===== src/rtl/dg_enc_pkg.sv =====
// Shared widths, FIFO entry type and the 8b->11b Hamming parity encoder.
package dg_enc_pkg;

    localparam int unsigned DATA_W = 8;
    localparam int unsigned CODE_W = 11;
    localparam int unsigned SRC_W  = 4;

    typedef logic [CODE_W-1:0] code_t;

    typedef struct packed {
        code_t            code;
        logic [SRC_W-1:0] src;
    } enc_entry_t;

    // Data occupies c[3:0], c6, c8, c9, c10; parity sits at c4, c5, c7.
    function automatic code_t hamming_encode(input logic [DATA_W-1:0] d);
        code_t c;
        c      = '0;
        c[3:0] = d[3:0];
        c[6]   = d[4];
        c[8]   = d[5];
        c[9]   = d[6];
        c[10]  = d[7];
        c[4]   = c[6] ^ c[8] ^ c[10];
        c[5]   = c[6] ^ c[9] ^ c[10];
        c[7]   = c[8] ^ c[9] ^ c[10];
        return c;
    endfunction

endpackage


===== src/rtl/dg_encode_arbiter_rr_arbiter.sv =====
// Round-robin arbiter: scans from the slot after the last winner; pointer
// moves only when the caller signals that the grant was taken.
module rr_arbiter #(
    parameter  int unsigned N  = 4,
    localparam int unsigned IW = (N > 1) ? $clog2(N) : 1
) (
    input  logic          clk,
    input  logic          reset_n,
    input  logic [N-1:0]  req,
    input  logic          advance,
    output logic [N-1:0]  grant,
    output logic [IW-1:0] grant_idx
);

    logic [IW-1:0] rr_last;

    always_comb begin
        logic        found;
        int unsigned j;
        grant     = '0;
        grant_idx = '0;
        found     = 1'b0;
        j         = 0;
        for (int unsigned k = 1; k <= N; k++) begin
            j = (32'(rr_last) + k) % N;
            if (!found && req[j]) begin
                found     = 1'b1;
                grant[j]  = 1'b1;
                grant_idx = IW'(j);
            end
        end
    end

    // Reset to the last slot so requester 0 wins first.
    always_ff @(posedge clk or negedge reset_n) begin
        if (!reset_n) begin
            rr_last <= IW'(N - 1);
        end else if (advance) begin
            rr_last <= grant_idx;
        end
    end

endmodule


===== src/rtl/dg_encode_arbiter.sv =====
// Shares one Hamming encoder between NUM_REQ requesters and buffers the
// {codeword, source} results in a 2-entry FIFO for the router injection port.
module dg_encode_arbiter
    import dg_enc_pkg::*;
#(
    parameter  int unsigned NUM_REQ = 4,
    localparam int unsigned ID_W    = $clog2(NUM_REQ)
) (
    input  logic                      clk,
    input  logic                      reset_n,
    input  logic [NUM_REQ-1:0]        req_valid,
    input  logic [NUM_REQ*DATA_W-1:0] req_data,
    output logic [NUM_REQ-1:0]        req_ready,
    output logic                      out_valid,
    output logic [CODE_W-1:0]         out_code,
    output logic [ID_W-1:0]           out_src,
    input  logic                      out_ready,
    output logic [1:0]                fifo_cnt
);

    logic [NUM_REQ-1:0] grant;
    logic [ID_W-1:0]    grant_idx;
    logic               space;
    logic               push;
    logic               pop;
    logic [1:0]         cnt_nxt;
    logic [DATA_W-1:0]  grant_byte;
    enc_entry_t         new_entry;
    enc_entry_t         mem [2];
    logic               wr_ptr;
    logic               rd_ptr;

    rr_arbiter #(.N(NUM_REQ)) u_arb (
        .clk       (clk),
        .reset_n   (reset_n),
        .req       (req_valid),
        .advance   (push),
        .grant     (grant),
        .grant_idx (grant_idx)
    );

    // Space comes from the registered count only: no pop-through when full.
    always_comb begin
        space          = (fifo_cnt != 2'd2);
        req_ready      = space ? grant : '0;
        push           = |req_ready;
        pop            = out_valid & out_ready;
        grant_byte     = req_data[32'(grant_idx)*DATA_W +: DATA_W];
        new_entry.code = hamming_encode(grant_byte);
        new_entry.src  = SRC_W'(grant_idx);
        unique case ({push, pop})
            2'b10:   cnt_nxt = fifo_cnt + 2'd1;
            2'b01:   cnt_nxt = fifo_cnt - 2'd1;
            default: cnt_nxt = fifo_cnt;
        endcase
    end

    always_ff @(posedge clk or negedge reset_n) begin
        if (!reset_n) begin
            for (int i = 0; i < 2; i++) begin
                mem[i] <= '0;
            end
            wr_ptr    <= 1'b0;
            rd_ptr    <= 1'b0;
            fifo_cnt  <= 2'd0;
            out_valid <= 1'b0;
        end else begin
            if (push) begin
                mem[wr_ptr] <= new_entry;
                wr_ptr      <= ~wr_ptr;
            end
            if (pop) begin
                rd_ptr <= ~rd_ptr;
            end
            fifo_cnt  <= cnt_nxt;
            out_valid <= (cnt_nxt != 2'd0);
        end
    end

    assign out_code = mem[rd_ptr].code;
    assign out_src  = ID_W'(mem[rd_ptr].src);

    a_cnt_range: assert property (@(posedge clk) disable iff (!reset_n)
        fifo_cnt != 2'd3);
    a_ready_onehot: assert property (@(posedge clk) disable iff (!reset_n)
        $onehot0(req_ready));
    a_out_stable: assert property (@(posedge clk) disable iff (!reset_n)
        out_valid && !out_ready |=> out_valid && $stable(out_code) && $stable(out_src));

endmodule


===== config.mk =====
export PLATFORM = sky130hd
export DESIGN_NAME = dg_encode_arbiter
export DESIGN_NICKNAME = d
export VERILOG_FILES = /design/src/rtl/dg_enc_pkg.sv /design/src/rtl/dg_encode_arbiter_rr_arbiter.sv /design/src/rtl/dg_encode_arbiter.sv
export SDC_FILE = /design/constraint.sdc
export NUM_CORES = 1
export LEC_CHECK = 0
export CAP_MARGIN = 5
export CELL_PAD_IN_SITES_DETAIL_PLACEMENT = 1
export CELL_PAD_IN_SITES_GLOBAL_PLACEMENT = 2
export CORE_MARGIN = 4
export CORE_UTILIZATION = 34
export DETAILED_ROUTE_END_ITERATION = 12
export PLACE_DENSITY = 0.89
export SYNTH_ARGS = -nofsm -noshare
export SYNTH_HDL_FRONTEND = slang
export SYNTH_SLANG_ARGS = --single-unit

===== constraint.sdc =====
create_clock -name clk -period 5.14 [get_ports clk]
set_input_delay 0.771 -clock clk [delete_from_list [all_inputs] [get_ports clk]]
set_output_delay 0.771 -clock clk [all_outputs]
set_load 0.01 [all_outputs]

# Yosys cells after proc, flatten, opt, wreduce, memory -nomap -nowiden
# Cells that the tools add are included.
# classes
add_sub_neg	6
shifts	1
eq_ne	3
bitwise_logic	14
n_reduce_logical	13
magnitude_cmp	11
n_mux	35
# ops
cell	count
$mux 15	4
$shiftx 32x6->8	1
$bwmux 30	1
$mux 4	5
$demux 15 s1	1
$lt 2x3->1 const B	4
$or 4x4->4	3
$mux 1	11
$bmux 1 s2	4
$demux 1 s2	4
$ge 2x1->1 const B	4
$logic_and 1x1->1	8
$mux 2	4
$add 2x1->2 const B	3
$xor 1x1->1	6
$add 2x2->2 const B	2
$ge 2x2->1 const B	2
$not 1->2	2
$pmux 2 s2	1
$reduce_or 4->1	1
$logic_not 1->1	3
$eq 2x1->1 const B	1
$eq 2x2->1 const B	1
$lt 2x1->1 const B	1
5 further kinds	6
# word_totals
register_bits	37
in_bits	39
out_inout_bits	20
word_cells	92

# Depth between registers and ports, before layout
# logic_depth
depth_word	18
mapped_depth	16
depth_no_buf	13

# Cells and area by module
# A second synthesis with hierarchy kept.
# unflattened
cells_unflattened	165
hier_area_um2	2244.7
# by_module_without_submodules
module	seq_area_each_um2	area_each_um2	cells_per_inst	instances
dg_encode_arbiter	775.7	1659.1	108	1
rr_arbiter	52.6	585.6	57	1

# Worst setup path before layout
# Ideal clock, no wire load.
# synth_path
path_kind	reg-to-reg
start	register u_arb.rr_last[0]
end	register out_valid
path_stages_with_launch	16
required_ps	5013
t_arrival_ps	3197
period_less_slack_ps	3325
n_path_buf	2
setup_time_ps	127
path_slack_ps	1815
path_cell_list	dfstp_2 buf_2 inv_1 ha_1 mux4_2 nand3b_1 a22o_1 nand4_1 o21ba_1 buf_2 inv_1 ha_1 xnor2_1 nor2_1 xor2_1 or2_2
# synth_between
elab_chain_cells	18
elab_cells_between_ends	54
cone_classes	add/sub (4); order compare (8); eq/ne (2); mux (25); bitwise (3); reduce/logical (12)
# synth_lines
item	line	source
start: declaration	dg_encode_arbiter_rr_arbiter.sv:15	logic [IW-1:0] rr_last;
start signal: assignment	dg_encode_arbiter_rr_arbiter.sv:37	rr_last <= IW'(N - 1);
start signal: assignment	dg_encode_arbiter_rr_arbiter.sv:39	rr_last <= grant_idx;
branches (longest 12 deep; another with $lt 2x3->1)	-	
$mux 4 *	dg_encode_arbiter_rr_arbiter.sv:26	if (!found && req[j]) begin
$mux 4 *	dg_encode_arbiter.sv:45	req_ready = space ? grant : '0;
$reduce_or 4->1 *	dg_encode_arbiter.sv:46	push = |req_ready;
$eq 2x1->1 or $eq 2x2->1 (tied branches)	dg_encode_arbiter.sv:51	unique case ({push, pop})
$pmux 2 s2 *	dg_encode_arbiter.sv:51	
net cnt_nxt[1]	dg_encode_arbiter.sv:26	logic [1:0] cnt_nxt;
$reduce_bool 2->1 *	dg_encode_arbiter.sv:76	out_valid <= (cnt_nxt != 2'd0);
end signal: assignment	dg_encode_arbiter.sv:76	
end: declaration	dg_encode_arbiter.sv:14	output logic out_valid,
# Mark *: on every way through the listed nets, which the timed path passes. The select of a mux whose other input is x is not followed.
# A chain may end at the register's enable or synchronous reset.

# Worst setup path in the final report
# layout_path
start	register u_arb.rr_last[0]
end	output req_ready[2]
# layout_between
elab_chain_cells	14
elab_cells_between_ends	49
cone_classes	add/sub (4); order compare (8); mux (24); bitwise (3); reduce/logical (10)
# layout_lines
item	line	source
branches (longest 12 deep; another with $lt 2x3->1)	-	
$mux 4 *	dg_encode_arbiter_rr_arbiter.sv:26	
$mux 4 *	dg_encode_arbiter.sv:45	
end: declaration	dg_encode_arbiter.sv:13	output logic [NUM_REQ-1:0] req_ready,
# Mark *: on every way between the ends. The select of a mux whose other input is x is not followed.

==> results by stage <==
Power:
- The fraction of power spent switching nets is 0.414.
- The static leakage is approximately 1.3 nW.
- The power per unit of standard cell area is roughly 790 nW/um2.
- The share of total power dissipated in the clock network is 0.084.
- In this run the power spent charging and discharging nets is 1.04 mW.
- Of the total power, combinational logic draws 0.699.
- The worst-case IR drop observed on VDD is around 0.00028 V.
- The internal power is ~1.5 mW.
- The share of total power in sequential cells is 0.217.
- The overall power after layout is around 2.5 mW.

Placement:
- The congestion estimate from routability-driven global placement came to around 0.76.
- At the placement stage, the worst setup path has a slack of between 1 and 1.5 ns.
- The HPWL after detailed placement is 4.49 mm.
- Input and output buffers added on the ports amount to 58.

Clock tree:
- The TritonCTS clock tree is done.
- The number of buffers on the longest clock path is 2.
- The post-CTS setup buffer count is 0.
- After clock tree synthesis, the clock-pin slew on the worst setup and hold paths is approximately 0.06 ns.
- For this design, the sink count on the clock tree is 33.
- The cts-stage hold buffer count is 0.
- The clock reaches the later pin of the worst-skew pair after about 0.28 ns.
- The number of buffers created by CTS is 5.
- The number of cells upsized or downsized after cts is 0.
- The maximum level of the CTS H-tree is 2.
- The clock root buffer is sky130_fd_sc_hd__clkbuf_8.

Global route:
- The overall global routing resource usage is 0.146.
- The wire length of the first global-routing pass is between 10 and 15 mm.
- The initial antenna violation count is 0.
- Entering global routing, the biggest net connects 34 pins.
- For this run the aggregate overflow at the end of global routing stands at 0.
- The number of global-route vias before repair is 2017.

Die:
- 59 I/O pins were placed.
- After floorplanning, the core was divided into 30 placement rows.
- The floorplan die area is about 8600 um2.
- For this configuration, the core starts out at a cell density of 0.355.
- The vertical die dimension is about 93 um.
- In this run the horizontal extent of the chip is roughly 93 um.
- The region available for standard cell placement spans 6910 um2.

Final layout:
- The number of nets in the finished design is 323.
- Relative to the synthesized area, the layout overhead comes to 29.6%.
- The final antenna diode count is 0.
- The utilization after layout is 0.461.
- The fraction of layout instances using a drive strength above 1 is 0.199.

Synthesis:
- The post-synthesis compound-gate area fraction came to 0.147.
- The mean area per synthesized cell is approximately 11 um2.
- Counting distinct cell types in the post-synthesis netlist gives a little over 50.
- Among all flip-flop cells after synthesis, the most frequent one is sky130_fd_sc_hd__dfrtp_1.
- By area, the combinational part of the netlist is dominated by multiplexers.
- The portion of synthesized area spent on multiplexers is 0.288.
- The synthesized-area fraction occupied by and/or/nand/nor cells is 0.0765.
- The net count after synthesis is about 270.
- The share of synthesized area in the top cell type comes to 0.316.
- Yosys printed 0 warnings.
- In this run, synthesis produced a sequential element count of 33.
- Summed over all instances, the cell type with the most area after synthesis is sky130_fd_sc_hd__dfrtp_1.
- The mapped netlist covers between 2000 and 2500 um2.
- The synthesized design contains 0 enable-type register cells.
- By area the synthesized netlist is led by sky130_fd_sc_hd__dfrtp_1 (32%), sky130_fd_sc_hd__mux2_2 (15%), sky130_fd_sc_hd__mux2i_1 (8.2%).
- Of the total synthesized cell area, the portion taken by XOR and XNOR cells is 0.0571.
- Of the synthesized area, sequential elements account for 0.338.
- The cell count after synthesis is around 220.
- The adder and majority cell fraction of the synthesized area is 0.0459.
- The post-synthesis async set-or-reset flop share is 1.00.

Worst hold path:
- The startpoint of the most critical hold path is wr_ptr$_DFFE_PN0N_.
- In this run the worst hold path is classified as flop to flop.
- The cell count of the worst hold path is 1.
- The worst hold endpoint is wr_ptr$_DFFE_PN0N_.

Timing:
- In the post-route analysis, the smallest setup slack over all paths is ~1.1 ns.
- The fmax is 250 MHz.
- The number of pins exceeding their max-slew limit in the final report is 0.
- The worst hold margin is just under 0.5 ns.
- At the pin with the least slew margin, the transition time is 0.667 ns.
- Setup repair after global routing left no endpoint under its margin.
- The final count of hold timing violations came to 0.
- The clock period minus final worst setup slack is 4.00 ns.
- The number of setup violations in the final report is 0.
- The normalized max-slew margin is 0.555.
- For the final routed database, the setup TNS stands at 0 ns.
- The worst clock skew is between 0.004 and 0.005 ns.
- The post-route fraction of the period consumed by the critical path is 0.778.

Critical path:
- The worst setup path is of the flop to output port kind.
- The register-to-register setup slack is about 1.5 ns.
- The arrival time at the worst endpoint is 3.23 ns.
- Data on the critical path is required at its endpoint by approximately 4.4 ns.
- The type of origin of the critical path is a flop.
- The number of cells traversed by the worst register-to-register path is 9.
- The type of element capturing the critical path is an output port.
- The startpoint of the lowest-slack register-to-register path is u_arb.rr_last[0]$_DFFE_PN1N_.
- The worst flop-to-flop path endpoint is mem[26]$_DFFE_PN0P_.
- The maximum fanout along the worst path is 17.

Flow run:
- The number of max-cap violations is 0.

Detailed routing:
- The detailed-routing iteration count for the pre-antenna-repair pass is 4.
- After detailed routing, the average wire length per cell comes to 16.0 um.
- The number of nets with antenna violations after detailed routing is 0.
- The average vias per placed instance is between 5 and 6.
- The final layout contains routed wiring with a total length of between 5 and 6 mm.
- For this block, the via count after detailed routing is around 1900.
- After the first detailed-routing iteration, the DRC count stood at 30.
- For this run, design rule violations remaining after detail routing come to 0.

Status:
- The run finished with clean final reports.
synth_stat cells (2+ instances only):
| cell type | instances |
|---|---|
| sky130_fd_sc_hd__dfstp_2 | 2 |
| sky130_fd_sc_hd__nand3b_1 | 3 |
| sky130_fd_sc_hd__and2_1 | 2 |
| sky130_fd_sc_hd__o21ai_0 | 4 |
| sky130_fd_sc_hd__a311o_1 | 4 |
| sky130_fd_sc_hd__mux4_2 | 3 |
| sky130_fd_sc_hd__inv_1 | 7 |
| sky130_fd_sc_hd__o22ai_1 | 5 |
| sky130_fd_sc_hd__xnor2_1 | 8 |
| sky130_fd_sc_hd__buf_6 | 4 |
| sky130_fd_sc_hd__dfrtp_1 | 31 |
| sky130_fd_sc_hd__a21boi_0 | 4 |
| sky130_fd_sc_hd__nor3_1 | 2 |
| sky130_fd_sc_hd__clkbuf_1 | 2 |
| sky130_fd_sc_hd__o22ai_2 | 2 |
| sky130_fd_sc_hd__mux2_2 | 32 |
| sky130_fd_sc_hd__mux2_1 | 7 |
| sky130_fd_sc_hd__xor2_1 | 8 |
| sky130_fd_sc_hd__o22a_1 | 2 |
| sky130_fd_sc_hd__ha_1 | 9 |
| sky130_fd_sc_hd__buf_2 | 6 |
| sky130_fd_sc_hd__nand2_1 | 11 |
| sky130_fd_sc_hd__mux2i_1 | 20 |
| sky130_fd_sc_hd__a21oi_1 | 11 |
| sky130_fd_sc_hd__a22o_1 | 3 |
| sky130_fd_sc_hd__nor2_1 | 4 |
layout by cell type, fill, tap and decap left out, drive strengths merged, types with 8 or more instances in the layout:
master         count
clkdlybuf4s50     58
mux2              39
dfrtp             31
nand2             11
ha                 9
xnor2              8
a21oi             11
mux2i             20
xor2               8
sequential cells by signal, summed over array words and instances, names as in the netlist:
register,flops
fifo_cnt,2
mem,26
out_valid,1
rd_ptr,1
u_arb.rr_last,2
wr_ptr,1
power groups by stage:
stage          clock [mW]  combinational (mW)  sequential [mW]
6_report            0.213                1.76            0.547
5_1_grt             0.231                1.95            0.571
4_1_cts             0.220                1.80            0.550
3_5_place_dp            0                1.77            0.553
3_3_place_gp            0                1.74            0.540
2_1_floorplan           0                1.33            0.499
per-layer routing:
layer,track usage,part of all wire,up-vias
met5,0,0,-
met4,0.0366,0.011,0
met3,0.0431,0.065,7
met2,0.230,0.47,45
met1,0.195,0.46,921
li1,-,-,917
worst max path at each step:
| stage | startpoint | to |
|---|---|---|
| final | u_arb.rr_last[0]$_DFFE_PN1N_ | req_ready[2] |
| after global routing | u_arb.rr_last[0]$_DFFE_PN1N_ | req_ready[2] |
| after CTS | u_arb.rr_last[0]$_DFFE_PN1N_ | req_ready[2] |
| after detailed placement | req_valid[0] | req_ready[2] |
| after global placement | req_valid[0] | req_ready[2] |
| after floorplan | u_arb.rr_last[0]$_DFFE_PN1N_ | out_valid$_DFF_PN0_ |
cells by family (layout without fill, tap and decap cells):
family / Yosys count / in the layout
AO/OA/AOI/OAI: 47 / 47
XOR/XNOR: 16 / 16
adder cells (fa/ha/maj): 9 / 9
buffers and inverters: 20 / 75
flip-flops: 33 / 33
multiplexers: 62 / 62
AND/OR/NAND/NOR: 34 / 34
layout make-up:
type	count	area (um2)
Fill cell	766	3730
Multi-Input combinational cell	168	1510
Sequential cell	33	828
Timing Repair Buffer	60	596
Tap cell	96	120
Clock buffer	7	96.3
Inverter	7	26.3
Clock inverter	1	5.00
per-stage QoR:
stage,std cells,area [um2]
after floorplan,221,2450
after global placement,364,3080
after detailed placement,364,3080
after CTS,372,3180
after global routing,372,3180
final,372,3180
worst max-delay path, stage by stage, from the launching register on:
cell and delay (ns):
sky130_fd_sc_hd__dfstp_2 0.75, sky130_fd_sc_hd__inv_1 0.19, sky130_fd_sc_hd__ha_1 0.40, sky130_fd_sc_hd__mux4_2 0.60
sky130_fd_sc_hd__a31oi_1 0.21, sky130_fd_sc_hd__o21ai_0 0.12, sky130_fd_sc_hd__a21oi_1 0.14, sky130_fd_sc_hd__nor2_1 0.05
sky130_fd_sc_hd__clkdlybuf4s50_1 0.49
Note: power is estimated with default switching activity, not from simulation.
